**src/rtl/kmkz_writeback.sv**
```systemverilog
// ============================================================================
// Module   : kmkz_writeback
// Brief    : Kamikaze-uRV writeback stage. Tracks the AHB-Lite data phase,
//            aligns load data, drives the RF write port and the bypass register.
// Options  : KMKZ_WB_BUS_ERROR_EN enables HRESP error handling.
// Revision : 1.0 - initial release
// ============================================================================
`default_nettype none

module kmkz_writeback (
    input  logic        clk_i,
    input  logic        rst_i,
    input  logic        w_stall_i,
    input  logic [2:0]  x_fun_i,
    input  logic        x_load_i,
    input  logic        x_store_i,
    input  logic        x_valid_i,
    input  logic [4:0]  x_rd_i,
    input  logic        x_rd_write_i,
    input  logic [31:0] x_rd_value_i,
    input  logic [31:0] x_rd_shifter_i,
    input  logic [31:0] x_rd_multiply_i,
    input  logic [1:0]  x_rd_source_i,
    input  logic [31:0] x_dm_addr_i,
    input  logic [31:0] HRDATA,
    input  logic        HREADY,
    input  logic        HRESP,
    output logic [4:0]  rf_rd_o,
    output logic [31:0] rf_rd_value_o,
    output logic        rf_rd_write_o,
    output logic [4:0]  w_bypass_rd_o,
    output logic [31:0] w_bypass_value_o,
    output logic        w_bypass_write_o,
    output logic        w_stall_req_o,
    output logic        w_bus_error_o,
    output logic [31:0] w_bus_error_addr_o
);

    typedef enum logic [1:0] {
        S_IDLE  = 2'd0,
        S_WAIT  = 2'd1,
        S_ERROR = 2'd2
    } state_t;

    localparam logic [2:0] FUN_B  = 3'b000;
    localparam logic [2:0] FUN_H  = 3'b001;
    localparam logic [2:0] FUN_BU = 3'b100;
    localparam logic [2:0] FUN_HU = 3'b101;

    state_t      state;
    state_t      next_state;
    logic        mem;
    logic        complete;
    logic        errored;
    logic        err_resp;
    logic        rf_write;
    logic [7:0]  load_byte;
    logic [15:0] load_half;
    logic [31:0] load_data;
    logic [31:0] result;

    assign mem      = x_valid_i & (x_load_i | x_store_i);
    assign complete = !mem | HREADY;

`ifdef KMKZ_WB_BUS_ERROR_EN
    assign err_resp = HRESP;
    // A ready cycle is errored if HRESP is high now or an error phase preceded it.
    assign errored  = mem & HREADY & (HRESP | (state == S_ERROR));
`else
    logic unused_bus_bits;
    assign err_resp        = 1'b0;
    assign errored         = 1'b0;
    assign unused_bus_bits = ^{HRESP, x_dm_addr_i[31:2]};
`endif

    always_ff @(posedge clk_i or negedge rst_i) begin
        if (!rst_i) begin
            state <= S_IDLE;
        end else begin
            state <= next_state;
        end
    end

    always_comb begin
        next_state = state;
        if (!w_stall_i) begin
            case (state)
                S_IDLE: begin
                    if (mem && !HREADY) begin
                        next_state = err_resp ? S_ERROR : S_WAIT;
                    end
                end
                S_WAIT: begin
                    if (!mem || HREADY) begin
                        next_state = S_IDLE;
                    end else if (err_resp) begin
                        next_state = S_ERROR;
                    end
                end
                S_ERROR: begin
                    if (!mem || HREADY) begin
                        next_state = S_IDLE;
                    end
                end
                default: next_state = S_IDLE;
            endcase
        end
    end

    always_comb begin
        load_byte = HRDATA[7:0];
        case (x_dm_addr_i[1:0])
            2'd0: load_byte = HRDATA[7:0];
            2'd1: load_byte = HRDATA[15:8];
            2'd2: load_byte = HRDATA[23:16];
            2'd3: load_byte = HRDATA[31:24];
            default: load_byte = HRDATA[7:0];
        endcase
        load_half = x_dm_addr_i[1] ? HRDATA[31:16] : HRDATA[15:0];
        case (x_fun_i)
            FUN_B:   load_data = {{24{load_byte[7]}}, load_byte};
            FUN_BU:  load_data = {24'd0, load_byte};
            FUN_H:   load_data = {{16{load_half[15]}}, load_half};
            FUN_HU:  load_data = {16'd0, load_half};
            default: load_data = HRDATA;
        endcase
    end

    always_comb begin
        result = x_rd_value_i;
        if (x_load_i) begin
            result = load_data;
        end else begin
            case (x_rd_source_i)
                2'd1:    result = x_rd_shifter_i;
                2'd2:    result = x_rd_multiply_i;
                default: result = x_rd_value_i;
            endcase
        end
    end

    assign rf_write = x_valid_i & x_rd_write_i & !x_store_i & !w_stall_i & complete & !errored;

    // Combinational outputs are forced to zero while reset is held.
    assign rf_rd_write_o = rst_i & rf_write;
    assign rf_rd_o       = rst_i ? x_rd_i : 5'd0;
    assign rf_rd_value_o = rst_i ? result : 32'd0;
    assign w_stall_req_o = rst_i & mem & !HREADY;

    always_ff @(posedge clk_i or negedge rst_i) begin
        if (!rst_i) begin
            w_bypass_rd_o    <= 5'd0;
            w_bypass_value_o <= 32'd0;
            w_bypass_write_o <= 1'b0;
        end else if (!w_stall_i) begin
            w_bypass_write_o <= rf_write;
            if (rf_write) begin
                w_bypass_rd_o    <= x_rd_i;
                w_bypass_value_o <= result;
            end
        end
    end

`ifdef KMKZ_WB_BUS_ERROR_EN
    always_ff @(posedge clk_i or negedge rst_i) begin
        if (!rst_i) begin
            w_bus_error_o      <= 1'b0;
            w_bus_error_addr_o <= 32'd0;
        end else if (!w_stall_i) begin
            w_bus_error_o <= errored;
            if (errored) begin
                w_bus_error_addr_o <= x_dm_addr_i;
            end
        end
    end
`else
    assign w_bus_error_o      = 1'b0;
    assign w_bus_error_addr_o = 32'd0;
`endif

endmodule

`default_nettype wire

```
**config.mk**
```make
export PLATFORM = sky130hd
export DESIGN_NAME = kmkz_writeback
export DESIGN_NICKNAME = d
export VERILOG_FILES = /design/src/rtl/kmkz_writeback.sv
export SDC_FILE = /design/constraint.sdc
export NUM_CORES = 1
export LEC_CHECK = 0
export CAP_MARGIN = 20
export CORE_AREA = 2 2 114 116
export DETAILED_ROUTE_END_ITERATION = 10
export DIE_AREA = 0 0 116 118
export HOLD_SLACK_MARGIN = 0.15
export PLACE_DENSITY = 0.84
export RECOVER_POWER = 100
export SYNTH_ARGS = -nofsm -noshare
export SYNTH_HDL_FRONTEND = slang
export SYNTH_SLANG_ARGS = --single-unit
```
**constraint.sdc**
```tcl
create_clock -name clk_i -period 2.4 [get_ports clk_i]
set_input_delay 0.48 -clock clk_i [delete_from_list [all_inputs] [get_ports clk_i]]
set_output_delay 0.48 -clock clk_i [all_outputs]
set_load 0.1 [all_outputs]
```
Word-level counts from Yosys, hierarchy flattened. Index checks and enable logic that the tools add are counted.

Eq/ne operators: 8. Muxes and demuxes: 7. Bitwise gates (word level): 11. Reduce and logical (&&, ||, !) cells: 7.

Operators with widths (count): 32-bit case mux with 4 select lines (1); 32-bit 2-to-1 mux (2); 32-bit case mux with 2 select lines (1); 8-bit case mux with 4 select lines (1); 16-bit 2-to-1 mux (1); 1-bit bitwise AND (8); 2-bit == test (second input constant) (3); 3-bit == test (second input constant) (2); 5-bit 2-to-1 mux (1); 2-bit by 1-bit == test with 1-bit output (second input constant) (2); 1-bit zero test (4); 3-bit by 1-bit == test with 1-bit output (second input constant) (1); 3-bit zero test (1); 2-bit zero test (1); 1-bit OR (2); 2-bit AND reduction (1); 1-bit inverter (1).

Bits in registers: 38. Output and inout port bits: 110.

Depth between registers and ports, before layout. Gate-level depths: netlist of run 1.

Depth after elaboration: 6. Mapped depth: 9. Depth with buffers taken out: 6.

Worst setup path after synthesis of run 1. Ideal clock, no wire load.

Path kind: input to output. Start point: in x_rd_source_i[0]. End point: out rf_rd_value_o[22]. Arrival: 4.499 ns. Data required time: 1.920 ns. Setup slack: -2.579 ns. Stages on the path: 8. Buffers on the path: 3. Cells stage by stage: inv_1 > ha_1 > clkbuf_1 > or2_2 > clkbuf_1 > clkbuf_1 > a221oi_1 > nor4_1.

Longest elaborated chain between the ends: 4. Elaborated cells on any way between the ends: 5.

RTL lines: start, declared (RTL line 23) `input logic [1:0] x_rd_source_i,`; 2-bit == test / 2-bit by 1-bit == test with 1-bit output (equally long branches) (RTL line 134) `case (x_rd_source_i)`; 32-bit case mux with 2 select lines * (RTL line 134); 32-bit 2-to-1 mux * (RTL line 131) `if (x_load_i) begin`; 32-bit 2-to-1 mux * (RTL line 147) `assign rf_rd_value_o = rst_i ? result : 32'd0;`; end, declared (RTL line 29) `output logic [31:0] rf_rd_value_o,`.

Every way passes the cells marked *; elsewhere a longest branch is shown, timed or not.

Worst setup path after layout of run 1.
Start point: in x_dm_addr_i[0]. End point: out rf_rd_value_o[31].

Longest elaborated chain between the ends: 5. Elaborated cells on any way between the ends: 8.

RTL lines: start, declared (RTL line 24) `input logic [31:0] x_dm_addr_i,`; 2-bit == test, or another cell as far along (RTL line 112) `case (x_dm_addr_i[1:0])`; 8-bit case mux with 4 select lines * (RTL line 112); 32-bit case mux with 4 select lines * (RTL line 120) `case (x_fun_i)`; 32-bit 2-to-1 mux * (RTL line 131); 32-bit 2-to-1 mux * (RTL line 147).

Marked as above.

==> summary.md, run 1 <==
| Metric | Value |
|---|---|
| Outcome | finished with violations |
| Failing checks | capacitance limit, slew limit, setup timing |
| FMAX | roughly 0.39 GHz |
| DR WL met3 | 1.57 mm |
| Maximum VDD drop | approximately 0.47 mV |
| I/O pins | about 290 |
| Cts bufs inserted | 5 |
| Synth Area per Inst | 7.85 µm² |
| Fin Hold WS | about 470 ps |
| Slew Limit Fails | 29 |
| Root Buffer | clkbuf_16 |
| Post-Synth XOR/XNOR Area | 0 |
| Comb pwr share | 0.667 |
| Final GP Congestion | about 0.89 |
| Flop pwr share | 0.165 |
| Mapped Cells | 436 |
| Synthesized area | ~3400 µm² |
| LEAKAGE | 3.34 nW |
| Sw power | 2.94 mW |
| Register area share after synthesis | 0.278 |
| Crit-path max cell delay | 400 ps |
| Synth Area in Compound Gates | 0.287 |
| Total of max-cap violations | 1 |
| Die X | about 120 µm |
| Endpoints failing setup | 20 |
| Clock Power Share | 0.168 |
| CTS tree | built |
| Pre-CTS WS | -599 ps |
| GRT Util Overall | 0.287 |
| Worst slew margin | -0.248 |
| Dpl hpwl | 14.5 mm |
| Worst path most repeated cell | buf_6 |
| First-pass GRT wire length | 30.2 mm |
| Sw Ratio | 0.551 |
| Type of destination of the critical path | output pin |
| Yosys cell types | between 40 and 50 |
| # DRC | 0 |
| DRT Pass-1 Iters | 5 |
| Clk sinks | 38 |
| Metal-1 WL | approximately 7.4 mm |
| PwrDens | between 600 and 700 nW/µm² |
| Core Util, Final | 0.660 |
| Worst skew pair latency | between 200 and 300 ps |
| Initial antenna violation count | 1 |
| HP Class | in -> async |
| Adder-cell share of the synthesized area | 0.00731 |
| Core area | 12,400 µm² |
| Number of synthesis warnings | 0 |
| Std cell rows | 41 |
| DRC marker count from the first detailed-route iteration | 265 |
| RSZ-0062 raised after global routing | true |
| Critical-path top delay cell | or3b_4 |
| Worst-Margin Slew | ~1900 ps |
| Worst endpoint required time | between 1500 and 2000 ps |
| Diode count | 0 |
| Area grow syn2layout | 139% |
| Vias/cell | 5.57 |
| Layout cells sized above 1 | 0.396 |
| Period utilization | 1.06 |
| CP Class | in -> out |
| Fillers | 939 |
| GRT overflow | 0 |
| Largest family of logic cells by synthesized area | compound AO/OA/AOI/OAI gates |
| Worst Clk Skew | 0 ps |
| Multiplexer share of the synthesized area | 0.0314 |
| CP Max Fanout | 7 |
| Setup crit start kind | input port |
| Synth Register Bits | 38 |
| Number of global-route vias before repair | between 5,000 and 6,000 |
| Routed length on met2 | 10.5 mm |
| Worst-path clk slew | 70 ps |
| Die Y | 118 µm |
| Crit path cell chain | buf_6 -> or3b_4 -> a32oi_4 -> buf_6 -> nor4_2 -> buf_4 -> nor4_4 -> buf_12 |
| Top Metal Used | met5 |
| Final wirelength | just over 20 mm |
| WL/cell | 21.9 µm |
| Buf/Inv on CP | 4 |
| Hold Vio Cnt, Final | 0 |
| Clock Path Buffers | 2 |
| Port bufs | 224 |
| Nets | 930 |
| CP top delay family | simple AND/OR/NAND/NOR gates |
| Post-route worst setup slack | -153 ps |
| Min Clock Period, post-route | around 2600 ps |
| Sum Neg Setup Slack | -1530 ps |
| Die area | 13,700 µm² |
| Int Power | 2.40 mW |
| Synth Area in Simple Gates | 0.264 |
| H-tree depth | 2 |
| Post-DRT Antenna Nets | 0 |
| Total number of vias | 5,135 |
| Initial Util | 0.276 |
| Arrival time worst endpoint | 2070 ps |
| Largest net degree at the start of global routing | 51 |
[sequential cells by signal, indices dropped and copies added (netlist names)]
signal / count
w_bypass_value_o: 32
w_bypass_rd_o: 5
w_bypass_write_o: 1
[power groups by stage]
stage	logic, mW	clock network [mW]	registers, mW
after floorplan	1.29	0	1.96
after global placement	3.40	0	0.882
after detailed placement	3.46	0	0.890
after CTS	3.64	0.910	0.883
after global routing	3.66	0.934	0.892
final	3.56	0.897	0.881
[per-layer routing]
metal,track usage,vias to the layer above
met5,0,-
met4,0.126,2
met3,0.0742,56
met2,0.515,305
met1,0.312,2524
li1,-,2248
[layout make-up]
type	instances	area, µm²	area share
timing repair buffer	342	3500	0.427
clock buffer	5	125	0.0153
sequential	38	951	0.116
inverter	8	42.5	0.00519
multi-input combinational	354	3290	0.402
tap	172	215	0.0263
clock inverter	3	68.8	0.00840
[kinds of logic (layout without fill, tap and decap cells)]
logic type      after synthesis  after routing
simple gates                172            176
compound gates              134            134
buf+inv                      80            358
flops                        38             38
mux                           9              9
fa+ha+maj                     2              2
other cells                   1             33
[per-stage QoR]
| step | power, mW | area [µm²] | cells |
|---|---|---|---|
| after floorplan | 3.25 | 4210 | 468 |
| after global placement | 4.28 | 7360 | 899 |
| after detailed placement | 4.35 | 7360 | 899 |
| after CTS | 5.44 | 8190 | 918 |
| after global routing | 5.49 | 8190 | 922 |
| final | 5.34 | 8190 | 922 |
[worst paths after layout]
kind	start	end	slack (ps)	depth (start not counted)
min in group clk_i	w_bypass_value_o[8]	w_bypass_value_o[8]	480	2
worst max-delay path	x_dm_addr_i[0]	rf_rd_value_o[31]	-150	8
max in group asynchronous	rst_i	w_bypass_value_o[11]	340	2
worst max register to register	w_bypass_value_o[4]	w_bypass_value_o[4]	1610	2
worst min-delay path	rst_i	w_bypass_value_o[4]	470	2
worst min register to register	w_bypass_value_o[8]	w_bypass_value_o[8]	480	2
[cell usage after synthesis, drive strengths merged]
master | n | share of area
a32oi | 1 | 0.0048
a31oi | 10 | 0.018
a32o | 1 | 0.0029
nor2 | 10 | 0.011
nand2b | 3 | 0.0055
mux2i | 7 | 0.020
buf | 44 | 0.091
nand4bb | 1 | 0.0033
clkbuf | 28 | 0.031
a21oi | 9 | 0.013
or3 | 1 | 0.0018
conb | 1 | 0.0011
mux4 | 1 | 0.0066
o21bai | 1 | 0.0022
mux2 | 1 | 0.0044
nor3 | 10 | 0.015
and3 | 8 | 0.015
or3b | 2 | 0.0051
ha | 2 | 0.0073
dfrtp | 38 | 0.28
or2 | 2 | 0.0037
o22ai | 22 | 0.040
inv | 7 | 0.0077
o41ai | 16 | 0.041
nor2b | 4 | 0.0073
o21ai | 20 | 0.029
o31ai | 8 | 0.018
nand3 | 1 | 0.0015
and2 | 22 | 0.040
and3b | 8 | 0.020
a221o | 9 | 0.026
nor3b | 2 | 0.0044
a22oi | 9 | 0.020
nor4 | 32 | 0.059
o221ai | 10 | 0.026
nand2 | 66 | 0.072
clkinv | 1 | 0.0011
a41oi | 1 | 0.0026
a221oi | 17 | 0.044
[cell usage in the layout, fill, tap and decap left out, types with 7 or more instances in the layout]
cell / netlist / routed
a22oi_1: 9 / 8
a221o_1: 9 / 9
o31ai_1: 8 / 8
o22ai_4: 0 / 8
nor4_4: 0 / 25
nor3_4: 0 / 9
nor2_1: 10 / 8
buf_4: 33 / 85
and2_1: 22 / 12
o21ai_4: 0 / 8
clkbuf_1: 28 / 43
o41ai_1: 16 / 16
a221oi_1: 17 / 8
clkdlybuf4s50_1: 0 / 126
a31oi_1: 10 / 9
nand2_1: 66 / 63
buf_12: 0 / 48
and3b_1: 8 / 8
o21ai_0: 19 / 8
dfrtp_1: 38 / 38
and3_1: 8 / 7
buf_6: 2 / 18
conb_1: 1 / 33
o22ai_2: 0 / 10
[what timing repair did]
item | in CTS | in global routing
setup endpoints to repair | 33 | 32
endpoints found under the hold margin | 2 | 0
buffers inserted | 15 | 7
cloned | 7 | 0
pin swaps | 31 | 18
resized for setup | 142 | 49
hold buffers | 1 | 0
No activity file was read; power rests on OpenSTA's default activity.
==> run 2, diff against run 1 <==
- clock period: 2.4 -> 2.1 ns (I/O delays scaled with it)
==> run 2 against run 1 <==
Largest cell class unchanged. First-iteration DRC count is 69% higher. The flow finishes with violations (setup timing). Sequential power is 15% higher. Register-to-register slack worse by 280 ps. Non-clock buffer count is 18 higher. Utilization is 2.2 points higher. Hold slack worse by 49 ps. Sequential cell count stayed put. Count of clock-buffer cells in the layout stayed put. Highest routed layer is now met4. Cell count is 2.1% higher. Final area is 3.3% higher. Critical path depth stayed put.
==> summary.md, run 2 (same netlist as run 1, synthesis figures left out) <==
| Metric | Value |
|---|---|
| FMAX | a little over 0.4 GHz |
| Worst slew margin | 0.446 |
| Sum Neg Setup Slack | -10,180 ps |
| Clock Power Share | 0.132 |
| Regs by FF count | w_bypass_value_o (32), w_bypass_rd_o (5), w_bypass_write_o (1) |
| CP top delay family | simple AND/OR/NAND/NOR gates |
| Dpl hpwl | between 10 and 15 mm |
| Die Y | 118 µm |
| Port bufs | 224 |
| Most common cell after layout, fill and taps aside | clkdlybuf4s50_1 |
| CP Launch Point | x_dm_addr_i[0] |
| # DRC | 0 |
| Hold Crit Depth | 3 |
| Sw power | about 3.4 mW |
| CP Max Fanout | 5 |
| Post-route worst setup slack | -383 ps |
| Crit path cell chain | buf_8 -> or3b_4 -> a32oi_4 -> clkbuf_16 -> buf_12 -> nor4_4 -> nor4_4 -> buf_12 |
| Post-DRT Antenna Nets | 0 |
| Largest net degree at the start of global routing | 29 |
| Clk sinks | 38 |
| Core area | 12,400 µm² |
| Register area | about 950 µm² |
| Arrival time worst endpoint | 2060 ps |
| Nets | 947 |
| Std cell rows | 41 |
| GRT overflow | 0 |
| Endpoints failing setup | 52 |
| Hold Vio Cnt, Final | 0 |
| Initial Util | 0.276 |
| Area grow syn2layout | 147% |
| Final wirelength | 19.8 mm |
| RSZ-0062 raised after global routing | true |
| Crit path depth | 8 |
| H-tree depth | 2 |
| Core Util, Final | 0.682 |
| Pre-CTS WS | -893 ps |
| Flop pwr share | 0.170 |
| DRC marker count from the first detailed-route iteration | 447 |
| Sw Ratio | 0.564 |
| LEAKAGE | 3.53 nW |
| Vias/cell | about 5.5 |
| Comb pwr share | 0.699 |
| Worst endpoint required time | roughly 1700 ps |
| Critical-path top delay cell | or3b_4 |
| Buf/Inv on CP | 4 |
| Area of the multi-input gates | 3330 µm² |
| Final GP Congestion | between 0.9 and 1 |
| Failing checks | setup timing |
| HP Class | in -> reg |
| Root Buffer | clkbuf_16 |
| Die area | roughly 14,000 µm² |
| Crit path capture | rf_rd_value_o[16] |
| Die X | 116 µm |
| Fillers | 905 |
| Outcome | finished with violations |
| Max reg flops | 32 |
| Number of global-route vias before repair | 5,455 |
| Type of destination of the critical path | output pin |
| Total number of vias | 5,173 |
| Setup crit start kind | input port |
| PwrDens | 706 nW/µm² |
| Tot Pwr | around 6 mW |
| I/O pins | 289 |
| Worst skew pair latency | 290 ps |
| Layout cells sized above 1 | 0.463 |
| CP Class | in -> out |
| Worst Clk Skew | 0 ps |
| Crit-path max cell delay | approximately 400 ps |
| Worst reg2reg path depth | 2 |
| GRT Util Overall | 0.281 |
| Fin Hold WS | roughly 420 ps |
| CTS tree | built |
| Clock Path Buffers | 2 |
| Period utilization | 1.18 |
| Total of max-cap violations | 0 |
| Worst-path clk slew | 60 ps |
| Largest reg by FF count | w_bypass_value_o |
| Maximum VDD drop | 0.509 mV |
| Flop2flop setup slack | between 1000 and 1500 ps |
| Initial antenna violation count | 2 |
| First-pass GRT wire length | 29.8 mm |
| Cts bufs inserted | 5 |
| Worst-Margin Slew | 831 ps |
| Most frequent cells in the layout | clkdlybuf4s50_1, buf_4, nand2_1, buf_12 |
| Crit Reg-Reg Startpoint | w_bypass_value_o[0] |
| DRT Pass-1 Iters | 8 |
| RR Endpoint | w_bypass_value_o[0] |
| WL/cell | 21.1 µm |
| Int Power | 2.60 mW |
| Min Clock Period, post-route | 2480 ps |
| Hold Startpoint | w_stall_i |
| Slew Limit Fails | 0 |
==> run 2: cell types whose count changed in the layout (fill, tap and decap cells not counted), moves of 7 or more <==
| cell | change |
|---|---|
| o22ai_1 | +13 |
| clkdlybuf4s50_1 | -9 |
| and3_1 | -7 |
| o22ai_2 | -10 |
| buf_12 | +7 |
| and2_1 | +9 |
| buf_6 | +7 |
| clkbuf_2 | +38 |
| clkbuf_1 | -39 |
| and3_4 | +8 |
| dlygate4sd2_1 | +12 |
==> run 2: how the worst min path moves through the flow <==
stage,endpoint
after global placement,w_bypass_value_o[27]
after CTS,w_bypass_value_o[2]
after global routing,w_bypass_write_o
final,w_bypass_write_o
after floorplan,w_bypass_rd_o[0]
after detailed placement,w_bypass_value_o[27]
==> run 2: worst min-delay path, cell delays in order <==
cell and delay [ps]:
dlymetal6s2s_1 120, nand2_1 60, nand2_1 70
==> run 2: stage by stage <==
step,cell area (µm²),instances
after floorplan,4350,468
after global placement,7440,897
after detailed placement,7440,897
after CTS,8380,929
after global routing,8460,941
final,8460,941
==> run 2: area by class of cell <==
type,instances,share of cell area
clock buffer,5,0.0148
clock inverter,3,0.00251
sequential,38,0.112
inverter,8,0.00473
multi-input combinational,353,0.394
tap,172,0.0254
timing repair buffer,360,0.446
antenna,2,0.000591
==> run 2: repair_timing <==
item | 4_1_cts | 5_1_grt
setup endpoints to repair | 60 | 33
gates resized for setup | 176 | 27
setup buffers | 28 | 11
endpoints found under the hold margin | 4 | 0
cloned | 5 | 0
hold buffers | 1 | 0
pin swaps | 56 | 15
==> run 2: routing by layer <==
layer  track usage  vias up  wire [µm]
met5             0        -          0
met2         0.500      306      10200
li1              -     2293          -
met4         0.112        0        695
met3        0.0597       54       1490
met1         0.323     2520       7440
==> run 2: power groups by stage <==
stage	combinational, mW	clock [mW]	sequential (mW)
floorplan	1.51	0	2.23
global placement	3.91	0	1.01
detailed placement	3.96	0	1.02
CTS	4.21	0.790	1.01
global route	4.30	0.825	1.03
finish	4.17	0.787	1.01
